==> src/rtl/round_countdown.sv <==
// round_countdown: loadable two-digit BCD round timer for the whack-a-mole game.
//   Divides clk to a 1 Hz tick and counts START_SEC down to 00, then saturates.
//   Optional low-time indicator is built only when COUNTDOWN_WARN_EN is defined.
// Ports:
//   clk      in   system clock
//   reset    in   synchronous, active-high reset
//   start    in   single-cycle begin/restart request (honoured in IDLE and DONE)
//   pause    in   level; freezes the countdown while high
//   tens     out  BCD tens digit of remaining seconds
//   ones     out  BCD ones digit of remaining seconds
//   running  out  high while in RUN
//   done     out  high while in DONE
//   expired  out  one-cycle pulse on entry to DONE
//   warn     out  remaining time <= 10 s while counting (0 without COUNTDOWN_WARN_EN)
module round_countdown #(
   parameter int CLK_HZ    = 26_000_000,
   parameter int START_SEC = 60
) (
   input  logic       clk,
   input  logic       reset,
   input  logic       start,
   input  logic       pause,
   output logic [3:0] tens,
   output logic [3:0] ones,
   output logic       running,
   output logic       done,
   output logic       expired,
   output logic       warn
);
   localparam int PW = $clog2(CLK_HZ);
   localparam logic [3:0] T0 = 4'(START_SEC / 10);
   localparam logic [3:0] O0 = 4'(START_SEC % 10);
   localparam logic [PW-1:0] P_MAX = PW'(CLK_HZ - 1);
   typedef enum logic [1:0] {IDLE, RUN, PAUSE, DONE} state_t;
   state_t r_state, w_state;
   logic [PW-1:0] r_pre, w_pre;
   logic [3:0] r_tens, r_ones, w_tens, w_ones;
   logic r_running, r_done, r_expired, r_warn;
   logic w_step, w_warn;
   always_comb begin
      w_state = r_state;
      w_pre   = r_pre;
      w_tens  = r_tens;
      w_ones  = r_ones;
      w_step  = 1'b0;
      case (r_state)
         IDLE: if (start) begin
            w_state = pause ? PAUSE : RUN;
            w_pre   = '0;
         end
         RUN: if (pause) w_state = PAUSE;
              else w_step = 1'b1;
         // Leaving PAUSE counts on the same edge, so each paused edge costs exactly one cycle.
         PAUSE: if (!pause) begin
            w_state = RUN;
            w_step  = 1'b1;
         end
         DONE: if (start) begin
            w_state = pause ? PAUSE : RUN;
            w_pre   = '0;
            w_tens  = T0;
            w_ones  = O0;
         end
         default: w_state = IDLE;
      endcase
      if (w_step) begin
         w_pre = (r_pre == P_MAX) ? '0 : r_pre + PW'(1);
         if (r_pre == P_MAX) begin
            w_ones = (r_ones != 4'd0) ? r_ones - 4'd1 : 4'd9;
            w_tens = (r_ones != 4'd0) ? r_tens : r_tens - 4'd1;
            w_state = (w_tens == 4'd0 && w_ones == 4'd0) ? DONE : RUN;
         end
      end
   end
`ifdef COUNTDOWN_WARN_EN
   assign w_warn = (w_state == RUN || w_state == PAUSE) &&
                   (w_tens == 4'd0 || (w_tens == 4'd1 && w_ones == 4'd0));
`else
   assign w_warn = 1'b0;
`endif
   always_ff @(posedge clk) begin
      if (reset) begin
         r_state   <= IDLE;
         r_pre     <= '0;
         r_tens    <= T0;
         r_ones    <= O0;
         r_running <= 1'b0;
         r_done    <= 1'b0;
         r_expired <= 1'b0;
         r_warn    <= 1'b0;
      end else begin
         r_state   <= w_state;
         r_pre     <= w_pre;
         r_tens    <= w_tens;
         r_ones    <= w_ones;
         r_running <= (w_state == RUN);
         r_done    <= (w_state == DONE);
         r_expired <= (w_state == DONE) && (r_state != DONE);
         r_warn    <= w_warn;
      end
   end
   assign tens    = r_tens;
   assign ones    = r_ones;
   assign running = r_running;
   assign done    = r_done;
   assign expired = r_expired;
   assign warn    = r_warn;
endmodule

==> config.mk <==
export PLATFORM = sky130hd
export DESIGN_NAME = round_countdown
export DESIGN_NICKNAME = d
export VERILOG_FILES = /design/src/rtl/round_countdown.sv
export SDC_FILE = /design/constraint.sdc
export NUM_CORES = 1
export LEC_CHECK = 0
export BUFFER_PORTS_ARGS = -buffer_cell sky130_fd_sc_hd__buf_4
export CORE_MARGIN = 4
export CORE_UTILIZATION = 45
export DETAILED_ROUTE_END_ITERATION = 10
export GPL_TIMING_DRIVEN = 0
export PLACE_DENSITY = 0.69
export SLEW_MARGIN = 20
export SYNTH_ARGS = -nofsm -noshare
export SYNTH_HDL_FRONTEND = slang
export SYNTH_SLANG_ARGS = --single-unit
==> constraint.sdc <==
create_clock -name clk -period 2.2 [get_ports clk]
set_clock_uncertainty 0.15 [all_clocks]
set_input_delay 0 -clock clk [delete_from_list [all_inputs] [get_ports clk]]
set_output_delay 0 -clock clk [all_outputs]
set_load 0.03 [all_outputs]
==> summary.txt <==
Number of CTS-inserted buffers = 5
Post-synth EDFFs = 0
Time the final worst path needs with I/O delays and setup = 2110 ps
Type of the most critical hold path = primary input to register
Number of buffers between clock root and the deepest sink = 2
Setup-violating endpoint count in the final report = 0
Clock sinks = 38
Max-Slew Margin vs Limit = 63.9%
Average wire length per cell after detail routing = 15.1 um
Combined global-route utilization of all metal layers = 17.8%
Die height = 77.3 um
Dpl ws = -232 ps
Family of cells with the greatest summed delay on the critical path = simple AND/OR/NAND/NOR gates
Post-CTS clock slew at the launch and capture registers of the worst setup and hold paths = 70 ps
Worst Tran Pin Value = 542 ps
Insertion delay to the later sink of the worst-skew pair = 290 ps
Kind of start point of the critical path = register
Area of combinational cells with multiple inputs = 1380 sq um
Fraction of power consumed by sequential logic = 50.6%
CP max FO = 9
Footprint of the flip-flops and latches = 766 sq um
Net count after synthesis = 261
Post-synth top area share = 35.2%
Filler instances = 423
Outcome = finished, final reports clean
Total buffers and inverters traversed by the critical path = 3
PortBufs = 13
IO Count = 16
Starting utilization of the core area = 47.9%
Number of standard-cell rows in the floorplan = 24
Cell taking the most area after synthesis = dfxtp_1
Total number of vias = 1972
DRT Pass-1 Iters = 4
Wire length of the first global-routing pass = 8570 um
Worst vdd rail ir drop = 0.000273 V
Final HPWL from detailed placement = 3460 um
Number of hold-slack violations in the final timing report = 0
Number of antenna violations at the first check in global routing = 0
Total Wirelength = 5030 um
Total Nets Final = 290
Maximum number of pins on one net before global-route repair = 12
Share of flip-flops with an asynchronous set or reset = 0%
Global-route congestion overflow total = 0
Share of power burned in the clock network = 35.6%
Number of unique standard cell types used by synthesis = 56
Horizontal die dimension = 77.3 um
Mean Syn Cell Area = 8.56 sq um
Number of standard cells after synthesis = 252
Max-slew violation count = 0
Cell area after synthesis = 2160 sq um
Number of global-route vias before repair = 1845
Residual antenna-violating net count after detailed routing = 0
Synth warnings = 0
Slowest cell on the critical path = nor4_4
Unrepaired setup endpoints after global routing = yes
Crit end category = register
TritonCTS clock tree = built
Classification of the worst setup path = register to register
Critical Path, Cell by Cell = buf_4, nor4_4, and3_4, a311oi_4, buf_6, buf_4, and3_1, a221o_1
Cell area after placement = 2320 sq um
Commonest register cell after synthesis = dfxtp_1
Critical path data arrival time = 2140 ps
Most used cells in the layout excluding fill and tap cells = dfxtp_1 (36), nand2_1 (23), nor2_1 (23)
Fraction of layout cells with a size suffix above 1 = 19.9%
Max-capacitance violation count = 0
Setup slack on the worst flop-to-flop path = 90 ps
Antenna diode count = 0
Switching power as a share of total power = 26.5%
Leakage power = 1.01 nW
Required time at the worst-slack endpoint = 2230 ps
Die footprint = 5970 sq um
Global placer's final weighted congestion = 0.810
H-tree levels = 2
Pwr dens = 544 nW/um^2
Switch Pwr = 372 uW
Most prevalent standard cell on the critical path = buf_4
Master cell of the clock root buffer = clkbuf_8
Final instance area = 2580 sq um
Final worst setup slack = 90.6 ps
Avg Vias per Cell = 5.90
Combinational fraction of design power = 13.9%
Sequential-to-total area share from yosys stat = 35.2%
Crit-path max cell delay = 320 ps
Leading cell type in the layout, fill and taps excluded = dfxtp_1
Post-synthesis to final-layout area growth = 19.6%
Flip-flop and latch count after synthesis = 38
Share of the clock period used by the worst path = 95.9%
Cell internal pwr = 1.03 mW
Area inside the core boundary = 4500 sq um
Detailed-route DRC error count = 0
Ranking of synthesized cells by area = dfxtp_1 (35%), a22o_1 (4.5%), a31oi_1 (4.3%)
DRC violation total after the first TritonRoute iteration = 96
Highest Clock Rate = 0.474 GHz
[area by class of cell]
class | count | share of cell area [%]
plain buffers | 10 | 3.20
clock buffers | 7 | 3.34
clock inverters | 1 | 0.194
inverters | 7 | 1.02
multi-input cells | 197 | 53.3
flip-flops and latches | 38 | 29.7
well taps | 52 | 2.52
repair buffers | 22 | 6.74
[power by group through the flow]
stage / registers (mW) / clock network [mW] / logic [mW]
after floorplan: 0.730 / 0 / 0.118
after global placement: 0.723 / 0 / 0.166
after detailed placement: 0.724 / 0 / 0.170
after CTS: 0.709 / 0.514 / 0.189
after global routing: 0.712 / 0.542 / 0.217
final: 0.710 / 0.499 / 0.195
[path summary, 6_finish.rpt]
| check | from | end | depth (start not counted) |
|---|---|---|---|
| worst min-delay path | reset | expired | 2 |
| worst max register to register | r_pre[7] | r_pre[13] | 8 |
| worst max-delay path | r_pre[7] | r_pre[13] | 8 |
| worst min register to register | tens[3] | tens[3] | 2 |
[sequential cells by signal (all words and copies together), names as in the netlist]
name,cells
r_state,2
ones,4
tens,4
running,1
r_pre,25
expired,1
done,1
[cells by family (layout without fill, tap and decap cells)]
logic type               count (synthesis)  after routing  share of synthesized area (%)
flip-flops                              38             38                           35.2
adder cells (fa/ha/maj)                  5              5                           2.90
other                                    1              1                          0.174
AO/OA/AOI/OAI                           65             65                           21.5
multiplexers                             2              2                          0.928
buffers and inverters                   17             47                           4.58
XOR/XNOR                                 9              9                           3.65
AND/OR/NAND/NOR                        115            115                           31.1
[synthesized netlist by cell type, types with 3 or more instances]
master and n:
nand2b_1 3, ha_1 5, nor2_1 23, inv_1 7, a21oi_1 14, xnor2_1 6, or3_1 3, nor4_1 3
dfxtp_1 38, nor3_1 5, nand4_1 8, buf_6 3, nand2_1 24, o21ai_0 7, clkbuf_1 3, a31oi_1 15
nand3_1 14, a21o_1 3, and2_1 4, a22o_1 11, and3_1 5, xor2_1 3, buf_4 3
[stage by stage]
stage / TNS (ps) / power [mW] / cells / utilization, % / hold slack [ps]
6_report: 0 / 1.40 / 334 / 57.3 / 89.2
5_1_grt: -38.3 / 1.47 / 334 / 57.3 / 129
4_1_cts: 0 / 1.41 / 331 / 55.8 / 79.5
3_5_place_dp: -5490 / 0.893 / 317 / 51.5 / 254
3_3_place_gp: -4770 / 0.890 / 317 / 51.5 / 247
2_1_floorplan: 0 / 0.847 / 252 / - / 78.2
[worst register-to-register path: stages (launching register included)]
cell and delay [ps]:
dfxtp_1 300, buf_4 160, nor4_4 320, and3_4 270, a311oi_4 100, buf_6 160
buf_4 140, and3_1 150, a221o_1 240
[layer usage]
layer / vias to the layer above / wire, um / share of wire (%) / track usage, %
li1: 1001 / - / - / -
met1: 929 / 2490 / 49 / 23.6
met2: 34 / 2270 / 45 / 28.2
met3: 8 / 183 / 3.6 / 2.81
met4: 0 / 92 / 1.8 / 8.54
met5: - / 0 / 0 / 0
[what timing repair did]
item / 4_1_cts / 5_1_grt
hold endpoints to repair: 2 / 0
endpoints found under the setup margin: 35 / 25
gates cloned: 0 / 0
setup buffers: 4 / 3
hold buffers: 2 / 0
pin swaps: 2 / 5
resized for setup: 10 / 13
Power figures use the tool's default switching activity.
